--- src/rtl/seg_disp_pkg.sv ---
// rtl/seg_disp_pkg.sv - shared constants and helpers for the seven-segment display path
package seg_disp_pkg;

  localparam int MAX_DIGITS = 8;

  // Common-anode display: anodes are active-low, so all ones is dark.
  localparam logic [MAX_DIGITS-1:0] AN_OFF = {MAX_DIGITS{1'b1}};

  // Cathode pattern with every segment and the DP off.
  localparam logic [7:0] CA_BLANK = 8'hFF;

  // Counter width for a digit index; a single digit still needs one bit.
  function automatic int idx_width(input int n);
    return (n > 1) ? $clog2(n) : 1;
  endfunction

  // Bit i set when digit i is a leading zero: i is not the rightmost digit and
  // every nibble from i up to the most significant displayed digit is zero.
  function automatic logic [MAX_DIGITS-1:0] lzb_mask(input logic [4*MAX_DIGITS-1:0] value,
                                                     input int n);
    logic [MAX_DIGITS-1:0] mask;
    logic                  all_zero;
    mask     = '0;
    all_zero = 1'b1;
    for (int i = MAX_DIGITS - 1; i >= 0; i--) begin
      if (i < n) begin
        all_zero = all_zero & (value[4*i +: 4] == 4'h0);
        if (i != 0) mask[i] = all_zero;
      end
    end
    return mask;
  endfunction

endpackage

--- src/rtl/seven_seg_scan_mux_if.sv ---
// rtl/seven_seg_scan_mux_if.sv - load and display signal bundle for the scan mux
interface seven_seg_scan_mux_if #(
  parameter int NUM_DIGITS = 8
);

  logic [4*NUM_DIGITS-1:0] Value_I;
  logic                    Load_I;
  logic [NUM_DIGITS-1:0]   DpMask_I;
  logic [NUM_DIGITS-1:0]   DigitEn_I;
  logic                    LzbEn_I;
  logic [3:0]              HexDigit_O;
  logic                    Dp_O;
  logic [NUM_DIGITS-1:0]   Led_AN_O;
  logic                    Frame_O;

  modport master (
    output Value_I, Load_I, DpMask_I, DigitEn_I, LzbEn_I,
    input  HexDigit_O, Dp_O, Led_AN_O, Frame_O
  );

  modport slave (
    input  Value_I, Load_I, DpMask_I, DigitEn_I, LzbEn_I,
    output HexDigit_O, Dp_O, Led_AN_O, Frame_O
  );

endinterface

--- src/rtl/seg_scan_timer.sv ---
// rtl/seg_scan_timer.sv - slot tick and digit index counters for the scan mux
module seg_scan_timer
  import seg_disp_pkg::*;
#(
  parameter int NUM_DIGITS      = 8,
  parameter int TICKS_PER_DIGIT = 100000,
  parameter int BLANK_TICKS     = 1000,
  parameter int TICK_W          = $clog2(TICKS_PER_DIGIT),
  parameter int IDX_W           = idx_width(NUM_DIGITS)
) (
  input  logic             clk_i,
  input  logic             rst_i,
  output logic [IDX_W-1:0] idx_o,
  output logic             slot_start_o,
  output logic             blank_win_o,
  output logic             frame_wrap_o
);

  localparam logic [TICK_W-1:0] TICK_LAST = TICK_W'(TICKS_PER_DIGIT - 1);
  localparam logic [IDX_W-1:0]  IDX_LAST  = IDX_W'(NUM_DIGITS - 1);

  logic [TICK_W-1:0] tick_q, tick_d;
  logic [IDX_W-1:0]  idx_q, idx_d;
  logic              slot_end;

  // Tick wraps every slot; the digit index steps on the last tick of a slot.
  always_comb begin
    slot_end = (tick_q == TICK_LAST);
    tick_d   = slot_end ? '0 : tick_q + 1'b1;
    idx_d    = idx_q;
    if (slot_end) idx_d = (idx_q == IDX_LAST) ? '0 : idx_q + 1'b1;
  end

  // Counter registers, cleared together so no partial slot survives a reset.
  always_ff @(posedge clk_i) begin
    if (rst_i) begin
      tick_q <= '0;
      idx_q  <= '0;
    end else begin
      tick_q <= tick_d;
      idx_q  <= idx_d;
    end
  end

  assign idx_o        = idx_q;
  assign slot_start_o = (tick_q == '0);
  assign frame_wrap_o = slot_end && (idx_q == IDX_LAST);

  if (BLANK_TICKS == 0) begin : g_no_blank
    assign blank_win_o = 1'b0;
  end else begin : g_blank
    assign blank_win_o = (tick_q < TICK_W'(BLANK_TICKS));
  end

endmodule

--- src/rtl/seven_seg_scan_mux.sv ---
// rtl/seven_seg_scan_mux.sv - double-buffered multi-digit scan mux for a common-anode display
module seven_seg_scan_mux
  import seg_disp_pkg::*;
#(
  parameter int NUM_DIGITS      = 8,
  parameter int TICKS_PER_DIGIT = 100000,
  parameter int BLANK_TICKS     = 1000
) (
  input  logic                Clk_I,
  input  logic                Rst_I,
  seven_seg_scan_mux_if.slave bus
);

  localparam int IDX_W = idx_width(NUM_DIGITS);
  localparam logic [NUM_DIGITS-1:0] AN_IDLE = AN_OFF[NUM_DIGITS-1:0];

  if (NUM_DIGITS < 1 || NUM_DIGITS > MAX_DIGITS) begin : g_bad_digits
    $error("seven_seg_scan_mux: NUM_DIGITS must be 1..8");
  end
  if (TICKS_PER_DIGIT < 2) begin : g_bad_ticks
    $error("seven_seg_scan_mux: TICKS_PER_DIGIT must be >= 2");
  end
  if (BLANK_TICKS < 0 || BLANK_TICKS >= TICKS_PER_DIGIT) begin : g_bad_blank
    $error("seven_seg_scan_mux: BLANK_TICKS must be 0..TICKS_PER_DIGIT-1");
  end

  logic [IDX_W-1:0] idx;
  logic             slot_start, blank_win, frame_wrap;

  seg_scan_timer #(
    .NUM_DIGITS     (NUM_DIGITS),
    .TICKS_PER_DIGIT(TICKS_PER_DIGIT),
    .BLANK_TICKS    (BLANK_TICKS),
    .IDX_W          (IDX_W)
  ) u_timer (
    .clk_i       (Clk_I),
    .rst_i       (Rst_I),
    .idx_o       (idx),
    .slot_start_o(slot_start),
    .blank_win_o (blank_win),
    .frame_wrap_o(frame_wrap)
  );

  logic [4*NUM_DIGITS-1:0] sh_val_q, sh_val_d, act_val_q, act_val_d;
  logic [NUM_DIGITS-1:0]   sh_dp_q, sh_dp_d, act_dp_q, act_dp_d;
  logic [NUM_DIGITS-1:0]   sh_en_q, sh_en_d, act_en_q, act_en_d;
  logic [3:0]              hex_q, hex_d;
  logic                    dp_q, dp_d;
  logic [NUM_DIGITS-1:0]   an_q, an_d;
  logic                    frame_q;

  logic [4*MAX_DIGITS-1:0] val_pad;
  logic [MAX_DIGITS-1:0]   dp_pad, en_pad, lzb, an_full;
  logic                    an_on;

  // Shadow takes every load; active only changes at the frame wrap, where a
  // coincident load bypasses the shadow so it shows in the frame just starting.
  always_comb begin
    sh_val_d  = sh_val_q;
    sh_dp_d   = sh_dp_q;
    sh_en_d   = sh_en_q;
    act_val_d = act_val_q;
    act_dp_d  = act_dp_q;
    act_en_d  = act_en_q;
    if (bus.Load_I) begin
      sh_val_d = bus.Value_I;
      sh_dp_d  = bus.DpMask_I;
      sh_en_d  = bus.DigitEn_I;
    end
    if (frame_wrap) begin
      act_val_d = bus.Load_I ? bus.Value_I   : sh_val_q;
      act_dp_d  = bus.Load_I ? bus.DpMask_I  : sh_dp_q;
      act_en_d  = bus.Load_I ? bus.DigitEn_I : sh_en_q;
    end
  end

  // Next display outputs from the current slot; the nibble is latched at slot
  // start so it is settled before the anode leaves the blanking window.
  always_comb begin
    val_pad                   = '0;
    val_pad[4*NUM_DIGITS-1:0] = act_val_q;
    dp_pad                    = '0;
    dp_pad[NUM_DIGITS-1:0]    = act_dp_q;
    en_pad                    = '0;
    en_pad[NUM_DIGITS-1:0]    = act_en_q;
    lzb     = bus.LzbEn_I ? lzb_mask(val_pad, NUM_DIGITS) : '0;
    an_on   = !blank_win && en_pad[idx] && !lzb[idx];
    an_full = AN_OFF;
    if (an_on) an_full[idx] = 1'b0;
    an_d    = an_full[NUM_DIGITS-1:0];
    dp_d    = dp_pad[idx] & an_on;
    hex_d   = slot_start ? val_pad[{idx, 2'b00} +: 4] : hex_q;
  end

  // Buffer and output registers.
  always_ff @(posedge Clk_I) begin
    if (Rst_I) begin
      sh_val_q  <= '0;
      sh_dp_q   <= '0;
      sh_en_q   <= '0;
      act_val_q <= '0;
      act_dp_q  <= '0;
      act_en_q  <= '0;
      hex_q     <= '0;
      dp_q      <= 1'b0;
      an_q      <= AN_IDLE;
      frame_q   <= 1'b0;
    end else begin
      sh_val_q  <= sh_val_d;
      sh_dp_q   <= sh_dp_d;
      sh_en_q   <= sh_en_d;
      act_val_q <= act_val_d;
      act_dp_q  <= act_dp_d;
      act_en_q  <= act_en_d;
      hex_q     <= hex_d;
      dp_q      <= dp_d;
      an_q      <= an_d;
      frame_q   <= frame_wrap;
    end
  end

  assign bus.HexDigit_O = hex_q;
  assign bus.Dp_O       = dp_q;
  assign bus.Led_AN_O   = an_q;
  assign bus.Frame_O    = frame_q;

endmodule

--- src/flat_wrapper.sv ---
// flat-port wrapper written by rule: the top's interface ports become plain ports
module seven_seg_scan_mux_flat import seg_disp_pkg::*;
#(
  parameter int NUM_DIGITS      = 8,
  parameter int TICKS_PER_DIGIT = 100000,
  parameter int BLANK_TICKS     = 1000
)
  (Clk_I, Rst_I, bus_Value_I, bus_Load_I, bus_DpMask_I, bus_DigitEn_I, bus_LzbEn_I, bus_HexDigit_O, bus_Dp_O, bus_Led_AN_O, bus_Frame_O);
  seven_seg_scan_mux_if #(.NUM_DIGITS(NUM_DIGITS)) bus_i ();
  input  logic Clk_I;
  input  logic Rst_I;
  input wire logic [$bits(bus_i.Value_I)-1:0] bus_Value_I;
  input wire logic [$bits(bus_i.Load_I)-1:0] bus_Load_I;
  input wire logic [$bits(bus_i.DpMask_I)-1:0] bus_DpMask_I;
  input wire logic [$bits(bus_i.DigitEn_I)-1:0] bus_DigitEn_I;
  input wire logic [$bits(bus_i.LzbEn_I)-1:0] bus_LzbEn_I;
  output wire logic [$bits(bus_i.HexDigit_O)-1:0] bus_HexDigit_O;
  output wire logic [$bits(bus_i.Dp_O)-1:0] bus_Dp_O;
  output wire logic [$bits(bus_i.Led_AN_O)-1:0] bus_Led_AN_O;
  output wire logic [$bits(bus_i.Frame_O)-1:0] bus_Frame_O;
  assign bus_i.Value_I = bus_Value_I;
  assign bus_i.Load_I = bus_Load_I;
  assign bus_i.DpMask_I = bus_DpMask_I;
  assign bus_i.DigitEn_I = bus_DigitEn_I;
  assign bus_i.LzbEn_I = bus_LzbEn_I;
  assign bus_HexDigit_O = bus_i.HexDigit_O;
  assign bus_Dp_O = bus_i.Dp_O;
  assign bus_Led_AN_O = bus_i.Led_AN_O;
  assign bus_Frame_O = bus_i.Frame_O;
  seven_seg_scan_mux #(.NUM_DIGITS(NUM_DIGITS), .TICKS_PER_DIGIT(TICKS_PER_DIGIT), .BLANK_TICKS(BLANK_TICKS)) u_core (.Clk_I(Clk_I), .Rst_I(Rst_I), .bus(bus_i));
endmodule
--- config.mk ---
export PLATFORM = sky130hd
export DESIGN_NAME = seven_seg_scan_mux_flat
export DESIGN_NICKNAME = d
export VERILOG_FILES = /design/src/rtl/seg_disp_pkg.sv /design/src/rtl/seven_seg_scan_mux_if.sv /design/src/rtl/seg_scan_timer.sv /design/src/rtl/seven_seg_scan_mux.sv /design/src/flat_wrapper.sv
export SDC_FILE = /design/constraint.sdc
export NUM_CORES = 1
export LEC_CHECK = 0
export ABC_CLOCK_PERIOD_IN_PS = 4200
export CORE_UTILIZATION = 30
export CTS_BUF_LIST = sky130_fd_sc_hd__clkbuf_8
export CTS_CLUSTER_SIZE = 8
export DETAILED_ROUTE_END_ITERATION = 10
export PLACE_DENSITY_LB_ADDON = 0.25
export SLEW_MARGIN = 15
export SYNTH_ARGS = -nofsm -noshare
export SYNTH_HDL_FRONTEND = slang
export SYNTH_SLANG_ARGS = --single-unit
--- constraint.sdc ---
create_clock -name Clk_I -period 4.2 [get_ports Clk_I]
set_clock_uncertainty 0.05 [all_clocks]
set_input_delay 0.42 -clock Clk_I [delete_from_list [all_inputs] [get_ports Clk_I]]
set_output_delay 0.42 -clock Clk_I [all_outputs]
set_load 0.02 [all_outputs]
### Word level (Yosys, flattened, before mapping)

Index checks and enable logic that the tools add are counted.

* logic and storage cells: 58
* output and inout port bits: 14
* bits in latches: 0
* flip-flop bits (word level): 130
* memory bits (read-only): 0
* memories kept: 0
* bits of input ports: 52
* memory bits (writable): 0

* reduce and logical (&&, ||, !) cells: 16
* bitwise logic cells: 9
* multiplexer cells: 13
* eq/ne operators: 2
* add/sub/neg operators: 2
* shift-type cells: 1
* magnitude comparators: 3
* multipliers: 0
* divide/modulo/power cells: 0

Operator list (number)
* 32-bit two-way mux: 1
* 32-bit by 6-bit variable part select with 4-bit output: 1
* 4-bit logical NOT: 7
* 8-bit two-way mux: 3
* 17-bit by 1-bit adder with 17-bit output, second input constant: 1
* 17-bit equality test, second input constant: 1
* 17-bit logical NOT: 1
* 17-bit by 10-bit less-than comparator with 1-bit output, second input constant: 1
* 1-bit binary-select mux with 3-bit select: 3
* 8-bit NOT: 1
* 1-bit AND: 7
* 1-bit logical AND: 4
* 3-bit by 4-bit less-than comparator with 1-bit output, second input constant: 1
* 1-bit two-way mux: 4
* 2-bit OR reduction: 2
* 3-bit by 1-bit adder with 3-bit output, second input constant: 1
* 1-bit demux with 3-bit select: 1
* 3-bit equality test, second input constant: 1
* 3-bit by 1-bit >= comparator with 1-bit output, second input constant: 1
* 3-bit two-way mux: 1
* 1-bit logical NOT: 2
* 1-bit NOT: 1

### Depth between registers and ports, before layout

Gate-level depths: netlist of run 1.

* word-level depth: 14
* mapped depth: 8

### Cells and area by module

Synthesis of run 1 repeated with hierarchy kept, for this count alone.

* cell total of the unflattened synthesis: 542
* area, all modules: 5206.2 sq um

Modules (own cells, without submodules)
* seven_seg_scan_mux: seq. area each 2202.1 sq um, instances 1, cells an instance 430, area an instance 4222.8 sq um
* seg_scan_timer: seq. area each 400.4 sq um, instances 1, cells an instance 112, area an instance 983.4 sq um

### Least setup slack after synthesis of run 1

No wires, ideal clock.

* path type: register to register
* start: reg u_core.u_timer.tick_q[12]
* end: reg u_core.u_timer.tick_q[10]
* stages on the path, launching flop included: 8
* buffers on the path: 2
* setup slack: 1965 ps
* data arrival time: 2071 ps
* setup time: 115 ps
* clock period less this slack: 2235 ps
* required time: 4035 ps
* cell sequence: dfxtp_1 -> or4_1 -> or4_4 -> nor3_4 -> or2_2 -> clkbuf_2 -> buf_4 -> nor2_1

* longest elaborated chain between the ends: 2

RTL lines
* from (decl): RTL line seg_scan_timer.sv:22 `logic [TICK_W-1:0] tick_q, tick_d;`
* from (signal assigned): RTL line seg_scan_timer.sv:40 `tick_q <= tick_d;`
* 17-bit equality test: RTL line seg_scan_timer.sv:28 `slot_end = (tick_q == TICK_LAST);`
* 2-bit OR reduction (no line)

Every way passes these cells.
A chain may end at the register's enable or synchronous reset.

### Worst setup path after layout of run 1

* start: reg u_core.u_timer.idx_q[1] (netlist: u_core.u_timer.idx_o[1])
* end: reg u_core.act_en_q[5]

* longest elaborated chain between the ends: 2

RTL lines
* from (decl): RTL line seg_scan_timer.sv:23 `logic [IDX_W-1:0] idx_q, idx_d;`
* from (signal assigned): RTL line seg_scan_timer.sv:41 `idx_q <= idx_d;`
* 3-bit equality test: RTL line seg_scan_timer.sv:47 `assign frame_wrap_o = slot_end && (idx_q == IDX_LAST);`
* 1-bit logical AND: RTL line seg_scan_timer.sv:47
* to (signal assigned): RTL line seven_seg_scan_mux.sv:114 `act_en_q <= act_en_d;`
* to (decl): RTL line seven_seg_scan_mux.sv:46 `logic [NUM_DIGITS-1:0] sh_en_q, sh_en_d, act_en_q, act_en_d;`

Every way passes these cells.

==> flow_metrics.env, run 1 <==
export IMPL_cp_start_kind="flip-flop"
export IMPL_p_sw_share_pct=21.9
export IMPL_register_area_um2=2600
export IMPL_ys_types=48
export IMPL_ant_nets=0
export IMPL_worst_slew_pin_slew_ns=0.986
export IMPL_die_w_um=136
export IMPL_grt_max_degree=97
export IMPL_synthAdderAreaFrac_pct=0.930
export IMPL_ys_warn_count=0
export IMPL_synth_flop_cell="dfxtp_1"
export IMPL_fin_nets=683
export IMPL_wl_per_cell_um=13.5
export IMPL_power_frac_comb_pct=6.3
export IMPL_antenna_found_initial=0
export IMPL_gp_congestion=0.830
export IMPL_crit_top_cell="ha_1"
export IMPL_cts_sink_count=130
export IMPL_rsz0062_at_grt="false"
export IMPL_drcViolationCount=0
export IMPL_postSynthCellCount=578
export IMPL_slew_viol_final=0
export IMPL_track_usage_pct=13.7
export IMPL_clk_latency_ns=0.45
export IMPL_period_share_pct=68.2
export IMPL_coreArea_um2=17400
export IMPL_fmax_mhz=349
export IMPL_postCtsResizedCells=0
export IMPL_setup_viol=0
export IMPL_wl_met2_um=5120
export IMPL_tns_ns=0
export IMPL_ys_ff_latch=130
export IMPL_fin_util_pct=37.9
export IMPL_slew_headroom_pct=34.1
export IMPL_worstPathRequired_ns=4.44
export IMPL_hold_class="flip-flop to flip-flop"
export IMPL_p_clk_share_pct=45.6
export IMPL_drt_met1_wl_um=5700
export IMPL_cp_max_fo=96
export IMPL_start_util_pct=30.9
export IMPL_rows=48
export IMPL_synthArstFlopShare_pct=0
export IMPL_synth_compound_area_share_pct=7.02
export IMPL_power_switching_mw=0.582
export IMPL_dieArea_um2=18500
export IMPL_cts_root_buf="clkbuf_8"
export IMPL_critPathKind="flip-flop to flip-flop"
export IMPL_seq_area_frac_synth_pct=48.3
export IMPL_reg2reg_slack_ns=1.34
export IMPL_insertedDiodeCount=0
export IMPL_clock_tree_buffer_depth=2
export IMPL_slowest_delay_ns=0.97
export IMPL_grt_overflow=0
export IMPL_maxCapViolations=0
export IMPL_syn_cell_area_um2=5380
export IMPL_synthMuxAreaShare_pct=13.7
export IMPL_dr_first_iter_drc_count=206
export IMPL_multi_input_area_um2=2560
export IMPL_cellLeakagePower_nw=2.47
export IMPL_power_density_nw_per_um2=403
export IMPL_wl_met3_um=590
export IMPL_post_cts_buffers=0
export IMPL_path_cells="ha_1 > ha_1 > inv_1 > nor4_4 > buf_4 > o21ai_0"
export IMPL_grt_pass1_wl_um=19500
export IMPL_io_pins=66
export IMPL_cpMaxStageDelayCell="dfxtp_1"
export IMPL_period_needed_ns=2.86
export IMPL_finalHoldViolCount=0
export IMPL_hold_ws_ns=0.413
export IMPL_grt_pass1_vias=3971
export IMPL_hpwl_um=8170
export IMPL_path_clk_slew_ns=0.07
export IMPL_syn_to_final_growth_pct=22.7
export IMPL_synthXorXnorAreaFrac_pct=2.44
export IMPL_io_buffers=65
export IMPL_design_area_um2=6610
export IMPL_synth_simple_area_share_pct=23.5
export IMPL_drive_gt1_share_pct=8.28
export IMPL_n_fill_cell=1763
export IMPL_drt_total_wl_um=11600
export IMPL_htree_levels=4
export IMPL_crit_arrival_ns=3.11
export IMPL_placed_cell_area_um2=6140
export IMPL_cts_tree="yes"
export IMPL_firstDrtPassIters=4
export IMPL_p_int_mw=2.08
export IMPL_die_h_um=136
export IMPL_synth_edff_count=0
export IMPL_ir_worst_vdd_mv=0.211
export IMPL_status="finished, final reports clean"
export IMPL_dr_total_vias=4059
export IMPL_pwr_share_seq_pct=48.0
export IMPL_synth_top_family_by_area="simple AND/OR/NAND/NOR gates"
export IMPL_cts_buffers=17
export IMPL_synth_nets=634
export IMPL_dr_max_layer_used="met4"
export IMPL_end_kind="flip-flop"
export IMPL_hold_buffers=0
export IMPL_syn_avg_cell_area_um2=9.31
export IMPL_viasPerCell=4.69
## power groups by stage
stage	Sequential [mW]	Combinational (mW)	Clock, mW
floorplan	1.31	0.0921	0
global placement	1.31	0.169	0
detailed placement	1.31	0.171	0
CTS	1.28	0.171	1.25
global route	1.28	0.185	1.31
finish	1.28	0.168	1.21
## cell families (layout without fill, tap and decap cells)
logic type | count (synthesis) | in the layout
fa+ha+maj | 4 | 4
mux | 66 | 66
compound gates | 67 | 67
simple gates | 250 | 250
xor+xnor | 15 | 15
buf+inv | 46 | 108
flops | 130 | 130
## routing by layer
layer	vias up	global-route usage, %
li1	2079	-
met1	1872	17.9
met2	89	20.6
met3	19	4.06
met4	0	6.30
met5	-	0
## worst paths after layout
check	startpoint	to	depth (start not counted)
setup reg to reg	u_core.u_timer.idx_o[1]	u_core.act_en_q[5]	6
hold reg to reg	u_core.u_timer.tick_q[0]	u_core.u_timer.tick_q[0]	1
hold / removal	u_core.u_timer.tick_q[0]	u_core.u_timer.tick_q[0]	1
setup / recovery	u_core.u_timer.idx_o[1]	u_core.act_en_q[5]	6
## per-stage QoR
| stage | total power, mW | worst slack, ns | instances |
|---|---|---|---|
| CTS | 2.70 | 1.27 | 865 |
| global placement | 1.47 | 1.44 | 833 |
| global route | 2.77 | 1.02 | 865 |
| finish | 2.66 | 1.34 | 865 |
| floorplan | 1.40 | 1.96 | 578 |
| detailed placement | 1.48 | 1.27 | 833 |
## worst max-delay path, delay by kind of cell (launching register included)
kind	cells	cell delay, ns
flops	1	0.97
compound gates	1	0.20
simple gates	1	0.26
fa+ha+maj	2	0.45
buf+inv	2	0.70
## sequential cells by signal (all words and copies together), names as in the netlist
name,flops
u_core.bus.Dp_O,1
u_core.act_en_q,8
u_core.sh_en_q,8
u_core.act_val_q,32
u_core.bus.HexDigit_O,4
u_core.sh_val_q,32
u_core.act_dp_q,8
u_core.bus.Frame_O,1
u_core.bus.Led_AN_O,8
u_core.u_timer.idx_o,3
u_core.sh_dp_q,8
u_core.u_timer.tick_q,17
## cell type report
| type | count | area share (%) |
|---|---|---|
| repair buffers | 69 | 10.2 |
| clock inverters | 14 | 3.22 |
| flip-flops and latches | 130 | 39.4 |
| multi-input cells | 402 | 38.8 |
| clock buffers | 18 | 3.75 |
| inverters | 7 | 0.398 |
| well taps | 225 | 4.26 |
## layout by cell type, fill, tap and decap left out, drive strengths merged, types with 7 or more instances in the layout
| cell type | n |
|---|---|
| xor2 | 8 |
| nor4 | 8 |
| nor3 | 11 |
| xnor2 | 7 |
| nand2 | 54 |
| o21ai | 50 |
| nand2b | 49 |
| dfxtp | 130 |
| nor2 | 81 |
| inv | 8 |
| clkbuf | 18 |
| nand3 | 10 |
| clkdlybuf4s50 | 63 |
| mux2i | 58 |
| nand4 | 11 |
## synthesized netlist by cell type, types with 3 or more instances
cell type  instances  share of area [%]
a211oi_1           3               0.42
a21oi_1            3               0.28
and3_1             4               0.46
buf_6              5                1.0
clkbuf_1          28                2.0
dfxtp_1          130                 48
ha_1               4               0.93
inv_1              7               0.49
mux2i_1           58                 11
mux4_2             6                2.5
nand2_1           54                3.8
nand2b_1          49                5.7
nand3_1           10               0.93
nand4_1           11                1.3
nor2_1            81                5.6
nor2b_1            3               0.35
nor3_1            10               0.93
nor4_1             6               0.70
o21ai_0           41                3.8
o21ai_1            9               0.84
or2_2              3               0.35
or3_1              5               0.58
or4_1              3               0.42
xnor2_1            7                1.1
xor2_1             8                1.3
Note: power is estimated with default switching activity, not from simulation.
==> inputs of run 2 (changes only) <==
--- a/config.mk
+++ b/config.mk
@@ -5,7 +5,7 @@
 export SDC_FILE = /design/constraint.sdc
 export NUM_CORES = 1
 export LEC_CHECK = 0
-export ABC_CLOCK_PERIOD_IN_PS = 4200
+export ABC_CLOCK_PERIOD_IN_PS = 2650
 export CORE_UTILIZATION = 30
 export CTS_BUF_LIST = sky130_fd_sc_hd__clkbuf_8
 export CTS_CLUSTER_SIZE = 8
==> constraint.sdc (replaced) <==
create_clock -name Clk_I -period 2.65 [get_ports Clk_I]
set_clock_uncertainty 0.05 [all_clocks]
set_input_delay 0.265 -clock Clk_I [delete_from_list [all_inputs] [get_ports Clk_I]]
set_output_delay 0.265 -clock Clk_I [all_outputs]
set_load 0.02 [all_outputs]
==> flow_metrics.env, run 2 (synthesis results as in run 1) <==
export IMPL_post_cts_buffers=0
export IMPL_period_needed_ns=2.40
export IMPL_firstDrtPassIters=4
export IMPL_p_sw_share_pct=21.6
export IMPL_ir_worst_vdd_mv=0.323
export IMPL_worst_slew_pin_slew_ns=0.829
export IMPL_htree_levels=4
export IMPL_clock_tree_buffer_depth=2
export IMPL_cts_root_buf="clkbuf_8"
export IMPL_crit_arrival_ns=2.66
export IMPL_postCtsResizedCells=0
export IMPL_reg2reg_depth=5
export IMPL_io_buffers=65
export IMPL_period_share_pct=90.7
export IMPL_n_fill_cell=1768
export IMPL_reg_top3="u_core.act_val_q (32), u_core.sh_val_q (32), u_core.u_timer.tick_q (17)"
export IMPL_start_util_pct=30.9
export IMPL_ant_nets=0
export IMPL_io_pins=66
export IMPL_syn_to_final_growth_pct=22.8
export IMPL_cts_tree="yes"
export IMPL_cellLeakagePower_nw=2.50
export IMPL_dieArea_um2=18500
export IMPL_grt_max_degree=97
export IMPL_cp_start_kind="flip-flop"
export IMPL_rows=48
export IMPL_end_kind="flip-flop"
export IMPL_die_h_um=136
export IMPL_setup_viol=0
export IMPL_power_density_nw_per_um2=603
export IMPL_cts_sink_count=130
export IMPL_fmax_mhz=416
export IMPL_worstPathRequired_ns=2.91
export IMPL_hold_path_cell_count=2
export IMPL_pwr_share_seq_pct=50.9
export IMPL_wl_per_cell_um=13.5
export IMPL_fin_nets=688
export IMPL_coreArea_um2=17400
export IMPL_track_usage_pct=13.6
export IMPL_cpMaxStageDelayCell="or4_1"
export IMPL_insertedDiodeCount=0
export IMPL_grt_pass1_wl_um=19400
export IMPL_clk_latency_ns=0.44
export IMPL_drt_total_wl_um=11800
export IMPL_cts_buffers=17
export IMPL_slowest_delay_ns=0.55
export IMPL_layout_commonest_cell="dfxtp_1"
export IMPL_die_w_um=136
export IMPL_drive_gt1_share_pct=8.39
export IMPL_path_cells="or4_1 > or4_4 > nor4_4 > buf_12 > o21ai_0"
export IMPL_slew_viol_final=0
export IMPL_multi_input_area_um2=2560
export IMPL_viasPerCell=4.63
export IMPL_cp_max_fo=96
export IMPL_p_clk_share_pct=42.3
export IMPL_slew_headroom_pct=44.3
export IMPL_maxCapViolations=0
export IMPL_dr_total_vias=4024
export IMPL_rsz0062_at_grt="false"
export IMPL_status="finished, final reports clean"
export IMPL_finalHoldViolCount=0
export IMPL_register_area_um2=2600
export IMPL_path_clk_slew_ns=0.07
export IMPL_hold_buffers=0
export IMPL_tns_ns=0
export IMPL_dr_first_iter_drc_count=192
export IMPL_critPathKind="flip-flop to flip-flop"
export IMPL_hpwl_um=8280
export IMPL_drcViolationCount=0
export IMPL_hold_class="input pin to flip-flop"
export IMPL_final_cell_mix="dfxtp_1 (130), nor2_1 (81), clkdlybuf4s50_1 (63)"
export IMPL_grt_overflow=0
export IMPL_power_switching_mw=0.862
export IMPL_grt_pass1_vias=3905
export IMPL_power_frac_comb_pct=6.9
export IMPL_p_int_mw=3.12
export IMPL_power_mw=3.98
export IMPL_antenna_found_initial=0
export IMPL_gp_congestion=0.790
## run 2: cell count changes in the layout (fill, tap and decap cells not counted), sizes merged
cell | before | now
clkinv | 5 | 2
clkbuf | 18 | 23
clkinvlp | 3 | 0
bufinv | 5 | 2
buf | 6 | 11
inv | 8 | 11
## run 2: metrics by stage
step	area [um^2]	worst slack [ns]	hold slack, ns	util (%)	cells
final	6610	0.245	0.233	37.9	869
after global routing	6610	0.121	0.244	37.9	869
after CTS	6610	0.256	0.212	37.9	869
after global placement	6210	0.345	0.388	35.6	838
after detailed placement	6210	0.273	0.415	35.6	838
after floorplan	5380	0.415	0.376	-	578
## run 2: final cells by class
type | instances | share of cell area (%)
clock buffer | 23 | 4.79
clock inverter | 8 | 1.29
tap | 225 | 4.26
multi-input combinational | 402 | 38.8
timing repair buffer | 74 | 11.1
inverter | 7 | 0.398
sequential | 130 | 39.4
## run 2: power by group through the flow
stage               logic (mW)  registers, mW  clock network [mW]
finish                   0.273           2.03                1.68
floorplan                0.146           2.07                   0
detailed placement       0.276           2.07                   0
global placement         0.270           2.07                   0
global route             0.299           2.03                1.82
CTS                      0.277           2.03                1.73
## run 2: final timing paths
| kind | startpoint | endpoint | slack [ns] |
|---|---|---|---|
| max | u_core.u_timer.tick_q[12] | u_core.act_en_q[6] | 0.25 |
| min | Rst_I | u_core.u_timer.idx_o[2] | 0.23 |
| min reg2reg | u_core.act_dp_q[4] | u_core.act_dp_q[4] | 0.42 |
| max reg2reg | u_core.u_timer.tick_q[12] | u_core.act_en_q[6] | 0.25 |
## run 2: critical path, delay by kind of cell (launching register included)
| family | cells | cell delay, ns |
|---|---|---|
| AOI/OAI and AO/OA | 1 | 0.15 |
| DFF | 1 | 0.34 |
| and+or+nand+nor | 3 | 1.33 |
| buffers and inverters | 1 | 0.32 |
## run 2: metal layers
metal	up-vias	routed length [um]	share of wire, %	track usage, %
li1	2076	-	-	-
met3	11	490	4.2	4.33
met5	-	0	0	0
met1	1872	5980	51	18.1
met4	0	161	1.4	5.37
met2	65	5120	44	20.5
